### src/rtl/div_issue_ctrl.sv
// Sign-handling front end for a registered unsigned divider: strips operand signs,
// waits out the divider latency, re-applies signs and returns one flagged result.
module div_issue_ctrl #(
    parameter int WIDTH   = 16,
    parameter int LATENCY = 1
) (
    input  logic             clk,
    input  logic             rst,
    input  logic             start,
    input  logic             signed_op,
    input  logic             rem_sel,
    input  logic [WIDTH-1:0] op_a,
    input  logic [WIDTH-1:0] op_b,
    input  logic [2:0]       dest_in,
    output logic [WIDTH-1:0] div_dividend,
    output logic [WIDTH-1:0] div_divisor,
    input  logic [WIDTH-1:0] div_quotient,
    input  logic [WIDTH-1:0] div_remainder,
    output logic             busy,
    output logic             done,
    output logic [WIDTH-1:0] result,
    output logic [2:0]       dest_out,
    output logic             dz,
    output logic             ovf,
    output logic             zf,
    output logic             nf
);
    // Handshake: start is taken only while busy=0; busy then stays high until the
    // single done cycle has passed, and starts seen while busy are dropped.
    localparam int CW = (LATENCY < 2) ? 1 : $clog2(LATENCY + 1);
    localparam logic [CW-1:0]    CNT_INIT = CW'(LATENCY);
    localparam logic [WIDTH-1:0] MIN_NEG  = {1'b1, {(WIDTH-1){1'b0}}};

    typedef enum logic [1:0] {IDLE = 2'd0, WAIT = 2'd1, DONE = 2'd2} state_e;

    state_e           state_q, state_d;
    logic [CW-1:0]    cnt_q, cnt_d;
    logic             signed_q, signed_d, rem_q, rem_d;
    logic             neg_a_q, neg_a_d, neg_b_q, neg_b_d;
    logic [2:0]       tag_q, tag_d;
    logic [WIDTH-1:0] dvd_q, dvd_d, dvs_q, dvs_d, res_q, res_d;
    logic [2:0]       dest_q, dest_d;
    logic             dz_q, dz_d, ovf_q, ovf_d, zf_q, zf_d, nf_q, nf_d;

    logic [WIDTH-1:0] mag_a, mag_b, raw, fixed, new_res;
    logic [2:0]       new_dest;
    logic             is_ovf, negate, load, new_dz, new_ovf;

    // The most negative value maps onto itself, which is the right unsigned magnitude.
    assign mag_a  = (signed_op && op_a[WIDTH-1]) ? (~op_a + WIDTH'(1)) : op_a;
    assign mag_b  = (signed_op && op_b[WIDTH-1]) ? (~op_b + WIDTH'(1)) : op_b;
    assign is_ovf = signed_op && (op_a == MIN_NEG) && (op_b == '1);

    // Truncating division: quotient sign follows the sign mismatch, remainder the dividend.
    assign raw    = rem_q ? div_remainder : div_quotient;
    assign negate = signed_q && (rem_q ? neg_a_q : (neg_a_q ^ neg_b_q));
    assign fixed  = negate ? (~raw + WIDTH'(1)) : raw;

    always_comb begin
        state_d  = state_q;
        cnt_d    = cnt_q;
        signed_d = signed_q;
        rem_d    = rem_q;
        neg_a_d  = neg_a_q;
        neg_b_d  = neg_b_q;
        tag_d    = tag_q;
        dvd_d    = dvd_q;
        dvs_d    = dvs_q;
        res_d    = res_q;
        dest_d   = dest_q;
        dz_d     = dz_q;
        ovf_d    = ovf_q;
        zf_d     = zf_q;
        nf_d     = nf_q;
        load     = 1'b0;
        new_res  = '0;
        new_dest = tag_q;
        new_dz   = 1'b0;
        new_ovf  = 1'b0;

        case (state_q)
            IDLE: begin
                if (start) begin
                    signed_d = signed_op;
                    rem_d    = rem_sel;
                    tag_d    = dest_in;
                    neg_a_d  = op_a[WIDTH-1];
                    neg_b_d  = op_b[WIDTH-1];
                    if (op_b == '0) begin
                        state_d  = DONE;
                        load     = 1'b1;
                        new_dz   = 1'b1;
                        new_dest = dest_in;
                    end else if (is_ovf) begin
                        state_d  = DONE;
                        load     = 1'b1;
                        new_res  = rem_sel ? '0 : MIN_NEG;
                        new_ovf  = 1'b1;
                        new_dest = dest_in;
                    end else begin
                        dvd_d   = mag_a;
                        dvs_d   = mag_b;
                        cnt_d   = CNT_INIT;
                        state_d = WAIT;
                    end
                end
            end
            WAIT: begin
                if (cnt_q != '0) begin
                    cnt_d = cnt_q - CW'(1);
                end else begin
                    load    = 1'b1;
                    new_res = fixed;
                    state_d = DONE;
                end
            end
            DONE:    state_d = IDLE;
            default: state_d = IDLE;
        endcase

        if (load) begin
            res_d  = new_res;
            dest_d = new_dest;
            dz_d   = new_dz;
            ovf_d  = new_ovf;
            zf_d   = (new_res == '0);
            nf_d   = new_res[WIDTH-1];
        end
    end

    always_ff @(posedge clk) begin
        if (rst) begin
            state_q  <= IDLE;
            cnt_q    <= '0;
            signed_q <= 1'b0;
            rem_q    <= 1'b0;
            neg_a_q  <= 1'b0;
            neg_b_q  <= 1'b0;
            tag_q    <= '0;
            dvd_q    <= '0;
            dvs_q    <= '0;
            res_q    <= '0;
            dest_q   <= '0;
            dz_q     <= 1'b0;
            ovf_q    <= 1'b0;
            zf_q     <= 1'b0;
            nf_q     <= 1'b0;
        end else begin
            state_q  <= state_d;
            cnt_q    <= cnt_d;
            signed_q <= signed_d;
            rem_q    <= rem_d;
            neg_a_q  <= neg_a_d;
            neg_b_q  <= neg_b_d;
            tag_q    <= tag_d;
            dvd_q    <= dvd_d;
            dvs_q    <= dvs_d;
            res_q    <= res_d;
            dest_q   <= dest_d;
            dz_q     <= dz_d;
            ovf_q    <= ovf_d;
            zf_q     <= zf_d;
            nf_q     <= nf_d;
        end
    end

    assign div_dividend = dvd_q;
    assign div_divisor  = dvs_q;
    assign busy         = (state_q != IDLE);
    assign done         = (state_q == DONE);
    assign result       = res_q;
    assign dest_out     = dest_q;
    assign dz           = dz_q;
    assign ovf          = ovf_q;
    assign zf           = zf_q;
    assign nf           = nf_q;
endmodule

### config.mk
export PLATFORM = sky130hd
export DESIGN_NAME = div_issue_ctrl
export DESIGN_NICKNAME = d
export VERILOG_FILES = /design/src/rtl/div_issue_ctrl.sv
export SDC_FILE = /design/constraint.sdc
export NUM_CORES = 1
export LEC_CHECK = 0
export ABC_AREA = 1
export CAP_MARGIN = 20
export CORE_AREA = 3 3 94 96
export DETAILED_ROUTE_END_ITERATION = 12
export DIE_AREA = 0 0 97 99
export HOLD_SLACK_MARGIN = 0.12
export PLACE_DENSITY = 0.84
export SETUP_SLACK_MARGIN = 0.02
export SYNTH_ARGS = -nofsm -noshare
export SYNTH_HDL_FRONTEND = slang
export SYNTH_SLANG_ARGS = --single-unit
### constraint.sdc
create_clock -name clk -period 3.35 [get_ports clk]
set_clock_uncertainty 0.15 [all_clocks]
set_input_delay 0.67 -clock clk [delete_from_list [all_inputs] [get_ports clk]]
set_output_delay 0.67 -clock clk [all_outputs]
set_load 0.005 [all_outputs]
==> metrics.yaml <==
syn_nets: 725
yosys_warnings: 0
grt_pass1_wl_mm: 19.8
synthFlopType: "dfxtp_1"
arrival_ns: 3.02
finalSetupTns_ns: 0
fin_nets: 847
synth_seq_area_share_pct: 32.3
syn_inst: 649
synth_edf_count: 0
drt.antenna.violating_nets: 0
postCtsHoldBufs: 0
clk_latency_ns: 0.34
ir_worst_vdd_mv: 0.223
drv_slew: 0
hold_path_class: "register to register"
wl_per_cell_um: 13.1
avgViaCountPerCell: 5.08
numClockSinks: 64
die_w_um: 97
clockBufferDepth: 2
required_ns: 3.45
portBuffers: 128
antenna_found_initial: 0
rows: 33
io_pins: 129
grt_max_degree: 65
cp_common_cell: "nand2_1"
core-area_sq_um: 8130
synth_area_sq_um: 3970
dp.cells: 865
gp_congestion: 0.893
yosysTopAreaCell: "dfxtp_1"
vias: 4479
stdcell_count: 881
syn_to_final_growth_pct: 40.1
finalPower_mw: 2.14
synth.top_cells.by_area: "dfxtp_1 (32%), nand2_1 (18%), a21oi_1 (6.8%)"
finalSetupViolCount: 0
hpwlAfterDp_mm: 8.73
drt_iter0_markers: 204
synth.top_cell.area_share_pct: 32.3
htreeDepth: 3
cap_violations: 0
synth_cell_types: 31
yosysMostFrequentCell: "nand2_1"
cts_resized: 0
worstPathMaxFanout: 17
p_leak_nw: 2.52
pwr_density_cell_nw_per_um2: 385
crit_chain: "clkdlybuf4s50_1 -> inv_1 -> ha_1 -> nand2_1 -> nor2_1 -> nand4_1 -> nand2_2 -> nand2_2 -> nand2_2 -> clkinv_1 -> nand2_1 -> nand2_1 -> nand2_1 -> inv_1"
syn_area_per_cell_sq_um: 6.12
hold_viol: 0
drc_errors: 0
status: "finished, final reports clean"
max_stage_delay_ns: 0.45
synth_async_sr_flop_share_pct: 0
tightest_slew_ns: 0.555
timing.slew.headroom_pct: 63.0
endpoint_kind: "register"
cts_made_buffers: 9
cp_top_family: "simple AND/OR/NAND/NOR gates"
root_buffer: "clkbuf_8"
rsz0062_at_grt: "no"
clock.fmax_mhz: 343
startpoint_type: "input port"
post_cts_buffers: 0
fin_crit_sh_pct: 87.2
path_clk_slew_ns: 0.08
grt_overflow: 0
grt_pass1_vias: 4347
dieArea_sq_um: 9600
drive_gt1_share_pct: 5.28
drt_pass1_iterations: 4
crit_type: "input port to register"
period_needed_ns: 2.92
critPathBufInv: 4
n_antenna_cell: 0
grt_usage_pct: 24.5
die_y_um: 99
start_util_pct: 48.8
cts_tree: "yes"
ys_ff_latch: 64
holdWs_ns: 0.316
synthTopCellsByCount: "nand2_1 (195), inv_1 (71), nor2_1 (69)"
drt-total-wl_mm: 11.5
slowest_stage: "clkdlybuf4s50_1"
path summary, 6_finish.rpt:
path / start / to / slack (ns) / depth (start not counted)
min reg2reg: result[11] / result[11] / 0.32 / 2
max reg2reg: rem_q / zf / 0.83 / 16
max: op_b[1] / result[15] / 0.43 / 14
min: result[11] / result[11] / 0.32 / 2
report_power, final:
group / internal [mW] / leakage, nW / switching [mW]
sequential: 0.826 / 0.527 / 0.0379
combinational: 0.291 / 1.89 / 0.304
clock: 0.366 / 0.0989 / 0.317
total: 1.48 / 2.52 / 0.659
metrics by stage:
step | util [%] | setup slack [ns] | cell area, sq um
3_5_place_dp | 65.9 | 0.144 | 5360
3_3_place_gp | 65.9 | 0.236 | 5360
5_1_grt | 68.4 | 0.107 | 5560
2_1_floorplan | - | 1.07 | 3970
4_1_cts | 68.4 | 0.435 | 5560
6_report | 68.4 | 0.430 | 5560
state kept, by name, summed over array words and instances (netlist names):
register,cells
dz,1
cnt_q,1
div_dividend,16
div_divisor,16
ovf,1
state_q,2
neg_a_q,1
signed_q,1
dest_out,3
neg_b_q,1
rem_q,1
zf,1
tag_q,3
result,16
per-layer routing:
metal | up-vias | wire length (um) | track usage [%]
met3 | 12 | 899 | 6.79
met4 | 0 | 137 | 7.02
met2 | 159 | 5580 | 42.0
met1 | 2002 | 4900 | 30.1
li1 | 2306 | - | -
met5 | - | 0 | 0
placed cells by master, fill, tap and decap left out, types with 5 or more instances in the layout:
cell type,count
clkbuf_8,10
a21oi_1,54
nand2_1,195
nor2_1,69
o21ai_0,53
xor2_1,23
buf_4,6
nand3_1,44
nand4_1,6
clkdlybuf4s50_1,128
nor3_1,5
dfxtp_1,64
inv_1,71
nand2_2,5
area by class of cell:
type	count	area, sq um
Inverter	77	289
Tap cell	105	131
Sequential cell	64	1280
Clock inverter	6	67.6
Fill cell	707	2570
Timing Repair Buffer	136	1370
Clock buffer	10	138
Multi-Input combinational cell	483	2290
worst min-delay path: cells and delay by family, from the launching register on:
kind	cells	cell delay (ns)
compound gates	1	0.05
simple gates	1	0.06
flops	1	0.31
cells by family after synthesis:
| group | share of synthesized area (%) |
|---|---|
| buf+inv | 10.2 |
| compound gates | 15.6 |
| fa+ha+maj | 1.26 |
| mux | 0.504 |
| flops | 32.3 |
| simple gates | 34.4 |
| xor+xnor | 5.73 |
(Power assumes the default switching activity.)
